$ cat src/rtl/uart_rx_tx_fifo_pkg.sv
// Shared definitions for the UART echo-path byte FIFO.
//  - Default widths and depth used by the FIFO, its interface and the
//    uart_rx/uart_tx blocks that sit on either side of it.
//  - Transmit handshake FSM state encoding.
//  - Saturating 8-bit increment used by the optional dropped-byte counter
//    (UART_FIFO_OVF_CNT_EN).
package uart_rx_tx_fifo_pkg;

    localparam int DATA_W_DEF      = 8;
    localparam int DEPTH_LOG2_DEF  = 4;
    localparam int ACK_TIMEOUT_DEF = 64;

    // Transmit handshake states
    typedef enum logic [1:0] {
        ST_IDLE    = 2'd0,
        ST_START   = 2'd1,
        ST_WAIT_LO = 2'd2,
        ST_WAIT_HI = 2'd3
    } tx_state_t;

    // Increment that sticks at 255 instead of wrapping to 0
    function automatic logic [7:0] sat_inc8(input logic [7:0] value);
        logic [7:0] result;
        if (value == 8'hFF) begin
            result = value;
        end else begin
            result = value + 8'd1;
        end
        return result;
    endfunction

endpackage

$ cat src/rtl/uart_rx_tx_fifo_if.sv
// Bundle of all non-clock/reset signals of the UART echo FIFO.
//  in_valid/in_data : push strobe and byte from uart_rx
//  tx_rdy           : uart_tx idle flag
//  tx_start/tx_data : start pulse and byte to uart_tx
//  ovf_clr          : clears sticky overflow (and ovf_cnt)
//  count/empty/full/overflow : status
//  ovf_cnt          : dropped-byte count, present only with UART_FIFO_OVF_CNT_EN
// Modports: master = environment driving the FIFO, slave = the FIFO itself.
interface uart_rx_tx_fifo_if
    import uart_rx_tx_fifo_pkg::*;
#(
    parameter int DATA_W     = DATA_W_DEF,
    parameter int DEPTH_LOG2 = DEPTH_LOG2_DEF
);

    logic                  in_valid;
    logic [DATA_W-1:0]     in_data;
    logic                  tx_rdy;
    logic                  tx_start;
    logic [DATA_W-1:0]     tx_data;
    logic                  ovf_clr;
    logic [DEPTH_LOG2:0]   count;
    logic                  empty;
    logic                  full;
    logic                  overflow;
`ifdef UART_FIFO_OVF_CNT_EN
    logic [7:0]            ovf_cnt;

    modport master (
        output in_valid, in_data, tx_rdy, ovf_clr,
        input  tx_start, tx_data, count, empty, full, overflow, ovf_cnt
    );

    modport slave (
        input  in_valid, in_data, tx_rdy, ovf_clr,
        output tx_start, tx_data, count, empty, full, overflow, ovf_cnt
    );
`else
    modport master (
        output in_valid, in_data, tx_rdy, ovf_clr,
        input  tx_start, tx_data, count, empty, full, overflow
    );

    modport slave (
        input  in_valid, in_data, tx_rdy, ovf_clr,
        output tx_start, tx_data, count, empty, full, overflow
    );
`endif

endinterface

$ cat src/rtl/uart_rx_tx_fifo_mem.sv
// Storage array for the UART echo FIFO.
//  clk, rst : clock, asynchronous active-high reset (read register only)
//  wr_en, wr_addr, wr_data : single write port
//  rd_en, rd_addr          : read request
//  rd_data                 : registered read data, updated only on rd_en,
//                            so it holds the last popped byte
// The array itself is not reset.
module uart_rx_tx_fifo_mem #(
    parameter int DEPTH_LOG2 = 4,
    parameter int DATA_W     = 8
) (
    input  logic                  clk,
    input  logic                  rst,
    input  logic                  wr_en,
    input  logic [DEPTH_LOG2-1:0] wr_addr,
    input  logic [DATA_W-1:0]     wr_data,
    input  logic                  rd_en,
    input  logic [DEPTH_LOG2-1:0] rd_addr,
    output logic [DATA_W-1:0]     rd_data
);

    logic [DATA_W-1:0] mem_r [2**DEPTH_LOG2];
    logic [DATA_W-1:0] rd_data_r;

    // Write port
    always_ff @(posedge clk) begin
        if (wr_en) begin
            mem_r[wr_addr] <= wr_data;
        end
    end

    // Registered read port; a same-edge write to the read address returns the old byte
    always_ff @(posedge clk or posedge rst) begin
        if (rst) begin
            rd_data_r <= '0;
        end else if (rd_en) begin
            rd_data_r <= mem_r[rd_addr];
        end
    end

    assign rd_data = rd_data_r;

endmodule

$ cat src/rtl/uart_rx_tx_fifo.sv
// Byte FIFO between uart_rx and uart_tx in the echo path.
//  clk : system clock (rising edge)
//  rst : asynchronous active-high reset; discards buffered bytes and any
//        pending start
//  bus : uart_rx_tx_fifo_if.slave (push side, uart_tx handshake, status)
// A pop happens when the handshake FSM is idle, tx_rdy is high and the FIFO
// holds data; tx_start follows one cycle later with the popped byte on
// tx_data. The FSM then waits for uart_tx to drop tx_rdy (or gives up after
// ACK_TIMEOUT cycles) and for tx_rdy to rise again before the next pop.
// Optional feature macro: UART_FIFO_OVF_CNT_EN adds the saturating ovf_cnt.
module uart_rx_tx_fifo
    import uart_rx_tx_fifo_pkg::*;
#(
    parameter int DEPTH_LOG2  = DEPTH_LOG2_DEF,
    parameter int DATA_W      = DATA_W_DEF,
    parameter int ACK_TIMEOUT = ACK_TIMEOUT_DEF
) (
    input  logic              clk,
    input  logic              rst,
    uart_rx_tx_fifo_if.slave  bus
);

    localparam int                  CW           = DEPTH_LOG2 + 1;
    localparam logic [CW-1:0]       DEPTH_CNT    = CW'(2**DEPTH_LOG2);
    localparam logic [7:0]          TIMEOUT_LAST = 8'(ACK_TIMEOUT - 1);

    logic [DEPTH_LOG2-1:0] wr_ptr_r;
    logic [DEPTH_LOG2-1:0] rd_ptr_r;
    logic [CW-1:0]         count_r;
    logic [CW-1:0]         count_next_s;
    logic                  empty_r;
    logic                  full_r;
    logic                  overflow_r;
    logic                  tx_start_r;
    logic [7:0]            timer_r;
    tx_state_t             state_r;
    tx_state_t             state_next_s;
    logic                  push_s;
    logic                  pop_s;
    logic                  drop_s;
    logic [DATA_W-1:0]     rd_data_s;

    // Handshake qualifiers; a pop frees a slot in the same cycle so a push into a full FIFO is kept
    always_comb begin
        pop_s  = (state_r == ST_IDLE) && bus.tx_rdy && !empty_r;
        push_s = bus.in_valid && (!full_r || pop_s);
        drop_s = bus.in_valid && full_r && !pop_s;
    end

    // Next occupancy from this cycle's push/pop
    always_comb begin
        count_next_s = count_r;
        if (push_s && !pop_s) begin
            count_next_s = count_r + CW'(1);
        end else if (pop_s && !push_s) begin
            count_next_s = count_r - CW'(1);
        end else begin
            count_next_s = count_r;
        end
    end

    // Pointers, occupancy and registered status flags
    always_ff @(posedge clk or posedge rst) begin
        if (rst) begin
            wr_ptr_r <= '0;
            rd_ptr_r <= '0;
            count_r  <= '0;
            empty_r  <= 1'b1;
            full_r   <= 1'b0;
        end else begin
            if (push_s) begin
                wr_ptr_r <= wr_ptr_r + DEPTH_LOG2'(1);
            end
            if (pop_s) begin
                rd_ptr_r <= rd_ptr_r + DEPTH_LOG2'(1);
            end
            count_r <= count_next_s;
            empty_r <= (count_next_s == CW'(0));
            full_r  <= (count_next_s == DEPTH_CNT);
        end
    end

    // Sticky overflow; a drop in the same cycle as ovf_clr keeps the flag set
    always_ff @(posedge clk or posedge rst) begin
        if (rst) begin
            overflow_r <= 1'b0;
        end else if (drop_s) begin
            overflow_r <= 1'b1;
        end else if (bus.ovf_clr) begin
            overflow_r <= 1'b0;
        end
    end

`ifdef UART_FIFO_OVF_CNT_EN
    logic [7:0] ovf_cnt_r;

    // Dropped-byte counter; clear takes priority over a same-cycle drop
    always_ff @(posedge clk or posedge rst) begin
        if (rst) begin
            ovf_cnt_r <= 8'd0;
        end else if (bus.ovf_clr) begin
            ovf_cnt_r <= 8'd0;
        end else if (drop_s) begin
            ovf_cnt_r <= sat_inc8(ovf_cnt_r);
        end
    end

    assign bus.ovf_cnt = ovf_cnt_r;
`endif

    // FSM state register
    always_ff @(posedge clk or posedge rst) begin
        if (rst) begin
            state_r <= ST_IDLE;
        end else begin
            state_r <= state_next_s;
        end
    end

    // FSM next state; WAIT_LO gives up when tx_rdy never falls within ACK_TIMEOUT cycles
    always_comb begin
        state_next_s = state_r;
        case (state_r)
            ST_IDLE: begin
                if (pop_s) begin
                    state_next_s = ST_START;
                end else begin
                    state_next_s = ST_IDLE;
                end
            end
            ST_START: begin
                state_next_s = ST_WAIT_LO;
            end
            ST_WAIT_LO: begin
                if (!bus.tx_rdy) begin
                    state_next_s = ST_WAIT_HI;
                end else if (timer_r == TIMEOUT_LAST) begin
                    state_next_s = ST_IDLE;
                end else begin
                    state_next_s = ST_WAIT_LO;
                end
            end
            ST_WAIT_HI: begin
                if (bus.tx_rdy) begin
                    state_next_s = ST_IDLE;
                end else begin
                    state_next_s = ST_WAIT_HI;
                end
            end
            default: begin
                state_next_s = ST_IDLE;
            end
        endcase
    end

    // Cycles spent in WAIT_LO; cleared in every other state
    always_ff @(posedge clk or posedge rst) begin
        if (rst) begin
            timer_r <= 8'd0;
        end else if (state_r == ST_WAIT_LO) begin
            timer_r <= timer_r + 8'd1;
        end else begin
            timer_r <= 8'd0;
        end
    end

    // Start pulse is high exactly in the START cycle that follows a pop
    always_ff @(posedge clk or posedge rst) begin
        if (rst) begin
            tx_start_r <= 1'b0;
        end else begin
            tx_start_r <= pop_s;
        end
    end

    uart_rx_tx_fifo_mem #(
        .DEPTH_LOG2 (DEPTH_LOG2),
        .DATA_W     (DATA_W)
    ) u_mem (
        .clk     (clk),
        .rst     (rst),
        .wr_en   (push_s),
        .wr_addr (wr_ptr_r),
        .wr_data (bus.in_data),
        .rd_en   (pop_s),
        .rd_addr (rd_ptr_r),
        .rd_data (rd_data_s)
    );

    assign bus.tx_start = tx_start_r;
    assign bus.tx_data  = rd_data_s;
    assign bus.count    = count_r;
    assign bus.empty    = empty_r;
    assign bus.full     = full_r;
    assign bus.overflow = overflow_r;

endmodule

$ cat src/flat_wrapper.sv
// flat-port wrapper written by rule: the top's interface ports become plain ports
module uart_rx_tx_fifo_flat import uart_rx_tx_fifo_pkg::*;
#(
    parameter int DEPTH_LOG2  = DEPTH_LOG2_DEF,
    parameter int DATA_W      = DATA_W_DEF,
    parameter int ACK_TIMEOUT = ACK_TIMEOUT_DEF
)
  (clk, rst, bus_in_valid, bus_in_data, bus_tx_rdy, bus_ovf_clr, bus_tx_start, bus_tx_data, bus_count, bus_empty, bus_full, bus_overflow);
  uart_rx_tx_fifo_if #(.DATA_W(DATA_W), .DEPTH_LOG2(DEPTH_LOG2)) bus_i ();
  input  logic clk;
  input  logic rst;
  input wire logic [$bits(bus_i.in_valid)-1:0] bus_in_valid;
  input wire logic [$bits(bus_i.in_data)-1:0] bus_in_data;
  input wire logic [$bits(bus_i.tx_rdy)-1:0] bus_tx_rdy;
  input wire logic [$bits(bus_i.ovf_clr)-1:0] bus_ovf_clr;
  output wire logic [$bits(bus_i.tx_start)-1:0] bus_tx_start;
  output wire logic [$bits(bus_i.tx_data)-1:0] bus_tx_data;
  output wire logic [$bits(bus_i.count)-1:0] bus_count;
  output wire logic [$bits(bus_i.empty)-1:0] bus_empty;
  output wire logic [$bits(bus_i.full)-1:0] bus_full;
  output wire logic [$bits(bus_i.overflow)-1:0] bus_overflow;
  assign bus_i.in_valid = bus_in_valid;
  assign bus_i.in_data = bus_in_data;
  assign bus_i.tx_rdy = bus_tx_rdy;
  assign bus_i.ovf_clr = bus_ovf_clr;
  assign bus_tx_start = bus_i.tx_start;
  assign bus_tx_data = bus_i.tx_data;
  assign bus_count = bus_i.count;
  assign bus_empty = bus_i.empty;
  assign bus_full = bus_i.full;
  assign bus_overflow = bus_i.overflow;
  uart_rx_tx_fifo #(.DEPTH_LOG2(DEPTH_LOG2), .DATA_W(DATA_W), .ACK_TIMEOUT(ACK_TIMEOUT)) u_core (.clk(clk), .rst(rst), .bus(bus_i));
endmodule
$ cat config.mk
export PLATFORM = sky130hd
export DESIGN_NAME = uart_rx_tx_fifo_flat
export DESIGN_NICKNAME = d
export VERILOG_FILES = /design/src/rtl/uart_rx_tx_fifo_pkg.sv /design/src/rtl/uart_rx_tx_fifo_if.sv /design/src/rtl/uart_rx_tx_fifo_mem.sv /design/src/rtl/uart_rx_tx_fifo.sv /design/src/flat_wrapper.sv
export SDC_FILE = /design/constraint.sdc
export NUM_CORES = 1
export LEC_CHECK = 0
export ABC_AREA = 1
export CORE_MARGIN = 1
export CORE_UTILIZATION = 40
export DETAILED_ROUTE_END_ITERATION = 16
export PLACE_DENSITY = 0.66
export SKIP_CTS_REPAIR_TIMING = 1
export SLEW_MARGIN = 20
export SYNTH_ARGS = -nofsm -noshare
export SYNTH_HDL_FRONTEND = slang
export SYNTH_SLANG_ARGS = --single-unit
$ cat constraint.sdc
create_clock -name clk -period 1.9 [get_ports clk]
set_input_delay 0.38 -clock clk [delete_from_list [all_inputs] [get_ports clk]]
set_output_delay 0.38 -clock clk [all_outputs]
set_load 0.005 [all_outputs]
==> impl_results.rst <==
.. list-table::
   :header-rows: 1

   * - Metric
     - Value
   * - Final ANT Viol Nets
     - 0
   * - Post-Synth Adder-Cell Area
     - 1.458%
   * - First-pass GRT wire length
     - between 20 and 30 mm
   * - Number of non-filler instances in the completed layout
     - 911
   * - Syn. warnings
     - 0
   * - Simple-gate portion of the synthesized area
     - between 10% and 20%
   * - Crit path kind
     - reg -> out
   * - RSZ-0062 raised after global routing
     - false
   * - Main combinational cell family by area after synthesis
     - simple AND/OR/NAND/NOR gates
   * - Startpoint types
     - register
   * - Cells after DPL
     - ~880
   * - Data required time of the critical path
     - between 1500 and 2000 ps
   * - Maximum clock path buffer count
     - 2
   * - Crit path max-delay family
     - buffers and inverters
   * - Routed via count
     - between 4,000 and 5,000
   * - Pre-CTS setup slack
     - -199.7 ps
   * - Number of antenna violations at the first check in global routing
     - 0
   * - Detailed placer's ending HPWL
     - between 10 and 15 mm
   * - Buffer type at the clock tree root
     - sky130_fd_sc_hd__clkbuf_16
   * - Final Slew Violations
     - 0
   * - Critical-path top delay cell
     - sky130_fd_sc_hd__clkdlybuf4s50_1
   * - Multiplexer share of the synthesized area
     - 0%
   * - Clock sink count
     - ~160
   * - Final worst-path cycle share
     - between 90% and 100%
   * - Flops & latches, synth
     - ~160
   * - Mapped Avg Cell Area
     - around 11 um^2
   * - Row Count
     - 47
   * - Horizontal die dimension
     - between 100 and 150 um
   * - H-Tree Depth
     - 4
   * - Clock-pin slew on the worst setup and hold paths
     - approximately 70 ps
   * - Count of TritonRoute iterations in the first routing pass
     - 5
   * - Final setup slack of the worst path
     - approximately 110 ps
   * - Via-to-Cell Ratio
     - between 5 and 6
   * - Number of DRC violations after detailed-routing iteration 0
     - about 610
   * - Number of global-route vias before repair
     - 4,823
   * - WL per Instance
     - about 17 um
   * - Wire length after detailed routing
     - 15.91 mm
   * - Combined global-route utilization of all metal layers
     - around 19%
   * - Die Y-Extent
     - ~130 um
   * - Maximum vdd drop
     - approximately 830 uV
   * - Net count, final
     - 699
   * - Nature of the critical path endpoint
     - output pin
   * - Standard cell area after detailed placement
     - between 0.007 and 0.008 mm^2
   * - Worst Max-Slew Pin Slew
     - approximately 510 ps
   * - Post-synthesis instance total
     - a little over 600
   * - Ports
     - 30
   * - Fraction of layout instances using a drive strength above 1
     - around 13%
   * - Count of inserted antenna diode cells
     - 0
   * - Share of the synthesized area in compound gates (AO/OA/AOI/OAI)
     - 5.796%
   * - Sequential share of the synthesized area
     - approximately 70%
   * - Endpoint arrival time on the critical path
     - 1410 ps
   * - Pin count of the biggest net entering global routing
     - 66
   * - Power density of the placed cells
     - between 1000 and 1500 mW/mm^2
   * - Unique masters post-synth
     - 32
   * - Max-Slew Margin vs Limit
     - around two thirds
   * - Outcome
     - finished clean
   * - Number of hold-slack violations in the final timing report
     - 0
   * - Commonest non-fill, non-tap cell in the layout
     - sky130_fd_sc_hd__nand2_1
   * - Longest individual stage delay on the worst path
     - roughly 540 ps
   * - Count of max-cap constraint violations
     - 0
   * - Number of setup violations in the final report
     - 0
   * - Clock tree from TritonCTS
     - done
   * - Highest-count cells in the layout ignoring fill and taps
     - sky130_fd_sc_hd__nand2_1, sky130_fd_sc_hd__edfxtp_1, sky130_fd_sc_hd__nand3_1
   * - Number of filler instances in the final layout
     - between 1,000 and 1,500
   * - Area enclosed by the die boundary
     - between 0.015 and 0.02 mm^2
   * - Class of the most critical hold timing path
     - in -> async
   * - Synthesized Nets
     - 636
   * - Post-layout power
     - between 0.01 and 0.015 W
   * - Largest fanout on the critical path
     - 8
   * - Highest Clock Rate
     - about 560 MHz
   * - Overflow left after global routing
     - 0
   * - Initial core utilization
     - 41.25%
   * - Buffers plus inverters on the worst setup path
     - 1
   * - Series of cell instances along the critical path
     - clkdlybuf4s50_1
   * - Area Growth Syn to Fin
     - 20.28%
   * - Routability congestion estimate
     - between 0.8 and 0.9
   * - Final critical-path required period
     - approximately 1800 ps
   * - Final routed DRC violation total
     - 0
   * - Synthesized-area fraction occupied by xor and xnor cells
     - under 10%
   * - Number of buffers created by CTS
     - 17
   * - Std-Cell Core Area
     - 0.01664 mm^2
   * - Post-Route Hold Slack
     - about 350 ps
   * - Cell area after technology mapping
     - a little under 0.007 mm^2
   * - Fin area
     - a little over 0.008 mm^2
   * - Total leakage power
     - between 3 and 4 nW
   * - Total of buffers placed on input and output ports
     - 29
   * - Insertion delay of the later-clocked pin in the worst-skew pair
     - 430 ps
   * - Setup skew after layout
     - just over 9 ps
-- Yosys cell counts (all sizes together) --
library cell | number | area (um^2)
a21boi | 2 | 15.01
a21oi | 43 | 215.2
and2 | 1 | 6.260
buf | 21 | 135.1
clkbuf | 6 | 22.52
dfrtp | 34 | 850.8
dfstp | 1 | 26.28
edfxtp | 128 | 3844
ha | 8 | 100.1
inv | 32 | 120.1
nand2 | 179 | 691.9
nand3 | 68 | 352.8
nand4 | 2 | 12.51
nor2 | 50 | 206.5
nor3 | 1 | 5.000
o21ai | 18 | 93.84
o22ai | 2 | 12.51
o31ai | 7 | 52.55
o32ai | 1 | 8.760
or2 | 1 | 6.260
xnor2 | 1 | 8.760
xor2 | 9 | 78.83
-- sequential cells by signal (all words and copies together) (netlist names) --
signal and count:
u_core.u_mem.mem_r 128, u_core.timer_r 8, u_core.u_mem.rd_data 8, u_core.bus.count 5, u_core.rd_ptr_r 4, u_core.wr_ptr_r 4, u_core.state_r 2, u_core.bus.empty 1
u_core.bus.full 1, u_core.bus.overflow 1, u_core.bus.tx_start 1
-- layout make-up --
cell class | instances | area (um^2) | area share, %
sequential | 163 | 4725 | 57.21
inverter | 32 | 120.1 | 1.455
clock inverter | 14 | 186.4 | 2.258
timing repair buffer | 71 | 645.6 | 7.818
tap | 220 | 275.3 | 3.333
clock buffer | 18 | 439.2 | 5.318
multi-input combinational | 393 | 1867 | 22.61
-- worst paths after layout --
kind | startpoint | to | slack, ps | cells past startpoint
min in group clk | u_core.timer_r[7] | u_core.timer_r[7] | 460 | 1
max reg2reg | u_core.bus.empty | u_core.u_mem.mem_r[13][6] | 170 | 8
min reg2reg | u_core.timer_r[7] | u_core.timer_r[7] | 460 | 1
max in group asynchronous | rst | u_core.rd_ptr_r[0] | 1200 | 3
min | rst | u_core.timer_r[7] | 350 | 3
max | u_core.bus.count[2] | bus_count[2] | 110 | 1
-- cell families after synthesis --
group / after synthesis
AND/OR/NAND/NOR: 302
flip-flops: 163
AO/OA/AOI/OAI: 73
buffers and inverters: 59
XOR/XNOR: 10
adder cells (fa/ha/maj): 8
-- stage by stage --
stage / setup TNS (ps) / utilization (%)
after global placement: -20580 / 45.83
after global routing: 0 / 49.62
after CTS: 0 / 49.59
after detailed placement: -21070 / 45.83
final: 0 / 49.62
after floorplan: 0 / -
-- routing by layer --
layer / part of all wire [%] / vias up / track usage (%)
li1: - / 2232 / -
met1: 40 / 2326 / 23.24
met2: 52 / 150 / 33.42
met3: 5.6 / 26 / 4.943
met4: 2.1 / 0 / 6.897
met5: 0 / - / 0
-- power by group --
part	internal [W]	switching, W
clock	0.00214	0.00148
combinational	0.00146	0.00250
sequential	0.00443	0.000362
total	0.00803	0.00434
(Power assumes the default switching activity.)
==> variant 1: new RTL, same settings <==
The 4 states of `tx_state_t` get a one-hot encoding in 4 bits.
--- a/src/rtl/uart_rx_tx_fifo_pkg.sv
+++ b/src/rtl/uart_rx_tx_fifo_pkg.sv
@@ -11,11 +11,11 @@
     localparam int ACK_TIMEOUT_DEF = 64;
 
     // Transmit handshake states
-    typedef enum logic [1:0] {
-        ST_IDLE    = 2'd0,
-        ST_START   = 2'd1,
-        ST_WAIT_LO = 2'd2,
-        ST_WAIT_HI = 2'd3
+    typedef enum logic [3:0] {
+        ST_IDLE    = 4'b0001,
+        ST_START   = 4'b0010,
+        ST_WAIT_LO = 4'b0100,
+        ST_WAIT_HI = 4'b1000
     } tx_state_t;
 
     // Increment that sticks at 255 instead of wrapping to 0
Check against the original RTL: no difference found for any inputs over 10 cycles, from zero or initial values and one cycle with rst high; not proved beyond that.
==> variant 1 against the original RTL <==
Sequential share of layout area decreased by 0.27 points; synthesized area increased by 1.9%; synthesized cell count decreased by 0.81%; worst setup slack got worse by 0.063 ns; wire length decreased by 2.3%; clock skew decreased by 0.0023 ns; final area increased by 1.5%; sequential cell count increased by 2; register-to-register slack got worse by 0.06 ns; power increased by 1.9%; core utilization increased by 0.22 points; fmax decreased by 3.4%.
==> variant 1: results (changes against the original RTL) <==
By area the synthesized netlist is led by edfxtp_1 55%, dfrtp_1 13%, nor2_1 6.8%. The run gives 0.43 ns (about the same) as the clock insertion delay at the later pin of the skew report. Fraction of registers with async set/reset: 22.4% (+0.95 points). The cell count of the worst reg-to-reg path was 9 (+1).

The most used flip-flop cell after synthesis is edfxtp_1. The worst clock skew on the final layout was 0.00684 ns (-0.00231 ns); the number of cells after detailed placement was 875 (-0.46%). Counting flops per register, the top entry is u_core.u_mem.mem_r. The logs give 0 (unchanged) for the initial antenna violation count and 0 (unchanged) for the number of inserted diodes. The total of warnings raised by yosys was 0 (unchanged).

Sorting the synthesized cells by how often they occur yields 128 x edfxtp_1, 126 x nor2_1, 80 x nand2_1, 49 x o21ai_0, 35 x dfrtp_1. The logs give 1.47 ns (+0.06 ns) for the worst endpoint data arrival time and 66 (unchanged) for the largest net degree at the start of global routing. The logs give 10,100 um (-3.5%) for the placed wire-length estimate and -0.374 ns (-0.174 ns) for the worst slack after detailed placement. In this design, the stage delay of the slowest critical-path cell is 0.55 ns. The clock transition at the register clock pins on the worst setup and hold paths after CTS is 0.07 ns (about the same).

The DRC violation total after the first TritonRoute iteration was 393 (-36%); the placed standard-cell area was 0.00777 sq mm (+1.9%). The flip-flop count of the largest register, all copies and words added came out at 128 (unchanged). The tools report the final worst hold slack as 0.318 ns (-0.0302 ns). The total of fill cells in the finished design was 1,475 (+4.2%). The gate count after technology mapping is 610 (-0.81%), and the number of enable-type register cells in the synthesized netlist is 128 (unchanged).

The cell sitting at the root of the clock tree is a clkbuf_16. The mean number of vias per cell was 5.13 (-1.3%). Setup slack of the most critical reg-to-reg path: 0.11 ns (-0.06 ns). The count of input and output buffers was 29 (unchanged). The slowest stage of the critical path is the dfstp_2 cell. For the leakage power, the log shows 0.00318 uW (-2.6%). The startpoint identified for the worst register-to-register timing path is u_core.state_r[0]. The overall global routing resource usage is 18.6% (-0.74 points). The worst slew margin relative to its limit is 59.0% (-7.3 points).

The via count of the first global-routing pass came out at 4,628 (-4.0%). The number of buffers added by the clock tree synthesis step was 17 (unchanged); the number of distinct library cells after synthesis was 32 (unchanged). Among cell families on the critical path, the largest total delay comes from flip-flops. The synthesized net count is 631 (-0.79%), and the buffer levels on the longest clock path is 2 (unchanged).

Highest net fanout along the worst path: 2 (-6). The tools report the total number of nets in the final design as 697 (-0.29%). Worst hold path class: in2async.

For the worst-case vdd ir drop, the log shows 792 uV (-4.4%). The run gives 15,500 um (-2.3%) as the total wire length. The filler-free cell count of the finished design is 909 (-0.22%).

The most critical setup path has its startpoint at u_core.bus.empty. The logs give 24,500 um (-3.7%) for the first-pass GRT wire length and 4 (unchanged) for the H-tree depth reported by CTS. The run finished with clean final reports.

The number of search-and-repair iterations in the first detailed-routing pass was 5 (unchanged). For the routability-driven placement congestion ratio, the log shows 0.840 (-0.78%). The share of post-route cells with drive strength above 1 was 14.9% (+1.5 points); the proportion of synthesized chip area in sequential cells was 68.2% (-0.52 points). Reg-to-reg critical path endpoint: u_core.u_mem.mem_r[4][6].
==> variant 1: changes by cell type after synthesis, moves of 5 or more <==
cell and change:
o211ai_1 +33, nand3_1 -40, o21ai_0 +35, nor3_1 +5, nand2_2 -5, nand2_1 -93
a21oi_1 -39, nor2_1 +78, o21ai_1 +13, o31ai_1 -6, buf_6 +5
==> variant 1: worst max-delay path by stage <==
stage | end | slack, ns | depth (start not counted)
finish | bus_empty | 0.05 | 1
global route | u_core.u_mem.mem_r[8][4] | 0.0008 | 9
CTS | u_core.u_mem.mem_r[13][3] | -0.01 | 9
detailed placement | u_core.u_mem.mem_r[4][2] | -0.37 | 10
global placement | u_core.u_mem.mem_r[8][4] | -0.35 | 10
floorplan | u_core.u_mem.mem_r[11][0] | -0.05 | 8
==> variant 1: routing by layer <==
metal	up-vias	global-route usage (%)	routed length (um)
li1	2238	-	-
met1	2263	23.3	6530
met2	139	31.4	7860
met3	24	4.16	905
met4	0	6.93	257
met5	-	0	0
==> variant 1: cell type report <==
type | instances | area (sq um) | area share, %
Multi-Input combinational cell | 379 | 1920 | 22.9
Timing Repair Buffer | 76 | 693 | 8.27
Sequential cell | 165 | 4770 | 56.9
Inverter | 37 | 139 | 1.66
Clock buffer | 18 | 429 | 5.12
Tap cell | 220 | 275 | 3.28
Clock inverter | 14 | 150 | 1.79
==> variant 1: cell families after synthesis <==
group | after synthesis | share of synthesized area, %
xor gates and xnor gates | 11 | 1.38
buffers and inverters | 66 | 4.65
AOI/OAI and AO/OA | 108 | 9.16
and+or+nand+nor | 252 | 15.1
adders and majority gates | 8 | 1.43
DFF | 165 | 68.2
==> variant 1: report_power, final <==
part	internal, uW	switching [uW]
registers	4460	364
logic	1710	2750
clock network	1950	1380
==> variant 2: new RTL, same flow settings <==
Made on the original files. `DEPTH_LOG2_DEF`: 4 -> 6.
--- a/src/rtl/uart_rx_tx_fifo_pkg.sv
+++ b/src/rtl/uart_rx_tx_fifo_pkg.sv
@@ -7,7 +7,7 @@
 package uart_rx_tx_fifo_pkg;
 
     localparam int DATA_W_DEF      = 8;
-    localparam int DEPTH_LOG2_DEF  = 4;
+    localparam int DEPTH_LOG2_DEF  = 6;
     localparam int ACK_TIMEOUT_DEF = 64;
 
     // Transmit handshake states
Interface: changed (resized bus_count); port bits go from 30 to 32. No check against the original RTL was run, so the function may have changed too.
==> variant 2 against the original RTL <==
The run now ends with negative setup slack left; power increased to 3.3 times the old value; sequential cell count increased by 390; count of clock-buffer cells in the layout increased by 44; final area increased to 3.6 times the old value; largest power group is now combinational cells; worst setup slack got worse by 0.23 ns; wire length increased to 4.0 times the old value; synthesized area increased to 3.4 times the old value; non-clock buffer count increased by 170; core utilization increased by 1.1 points.
==> variant 2: results (changes against the original RTL) <==
The post-synthesis share of cell area spent on full adders, half adders and majority gates is 0.266% (-1.2 points), and the count of input and output buffers is 31 (+6.9%). The proportion of cell area occupied by multi-input gates is 22.5% (-0.088 points). For the buffer levels on the longest clock path, the log shows 3 (+1). The per-instance average area after synthesis works out to 10.7 sq um (-4.3%).

The worst endpoint data arrival time was 2.52 ns (+1.11 ns); the via count of the first global-routing pass was 16,200 (+240%). The run gives 56 (+39) as the number of buffers added by the clock tree synthesis step. The highest net fanout along the worst path was 32 (+24); the total wire length was 63,500 um (+300%). The floorplan die width came out at 245 um (+84%).

The run finished, with violations left. The largest net degree at the start of global routing was 76 (+15%). The setup slack after layout came out at -0.122 ns (-0.233 ns). The summed negative setup slack over all endpoints is -8.07 ns (-8.07 ns). The share of post-route cells with drive strength above 1 works out to 19.3% (+5.8 points). The tools report the worst flop-to-flop path startpoint as u_core.rd_ptr_r[0]. The first-pass GRT wire length was 92,900 um (+270%); the synthesized net count was 2,223 (+250%). The sequential portion of the cell area is 55.9% (-1.3 points), and the flip-flop count of the largest register, all copies and words added is 512 (+300%). The fraction of the mapped netlist area in compound gates is 2.24% (-3.6 points).

For the clock distribution power, the log shows 10,600 uW (+190%). By count the netlist is led by 747 x nand2_1, 512 x edfxtp_1, 296 x nand3_1, 192 x inv_1, 170 x nor2_1. Placed wire-length estimate: 39,200 um (+280%). The switching power share of the total is 37.5% (+2.4 points), and the filler-free cell count of the finished design is 3,209 (+250%). The slew at the pin with the worst max-slew slack is 0.527 ns (+0.0220 ns), and the final count of negative-setup-slack endpoints is 174 (+174).

The fraction of registers with async set/reset was 7.41% (-14 points). The cell count of the worst reg-to-reg path is 12 (+4). The critical path's top delay family was simple AND/OR/NAND/NOR gates. The checks that failed: negative setup slack. The tools report the worst-case vdd ir drop as 965 uV (+16%). The XOR/XNOR share of the synthesized area is 0.483% (-0.79 points).
==> variant 2: worst paths after layout <==
kind / slack (ns) / end
min in group clk: 0.16 / u_core.u_mem.mem_r[49][5]
max in group asynchronous: 1.49 / u_core.bus.empty
min reg2reg: 0.47 / u_core.timer_r[0]
max: -0.12 / u_core.u_mem.rd_data[0]
min: 0.13 / u_core.timer_r[2]
max reg2reg: -0.12 / u_core.u_mem.rd_data[0]
==> variant 2: routing by layer <==
| layer | GRT usage (%) | vias up | part of all wire [%] | routed length (um) |
|---|---|---|---|---|
| met2 | 32.4 | 745 | 47 | 30100 |
| met3 | 4.26 | 117 | 8.2 | 5180 |
| met1 | 27.6 | 8041 | 41 | 26000 |
| li1 | - | 7740 | - | - |
| met5 | 0 | - | 0 | 0 |
| met4 | 8.31 | 0 | 3.4 | 2190 |
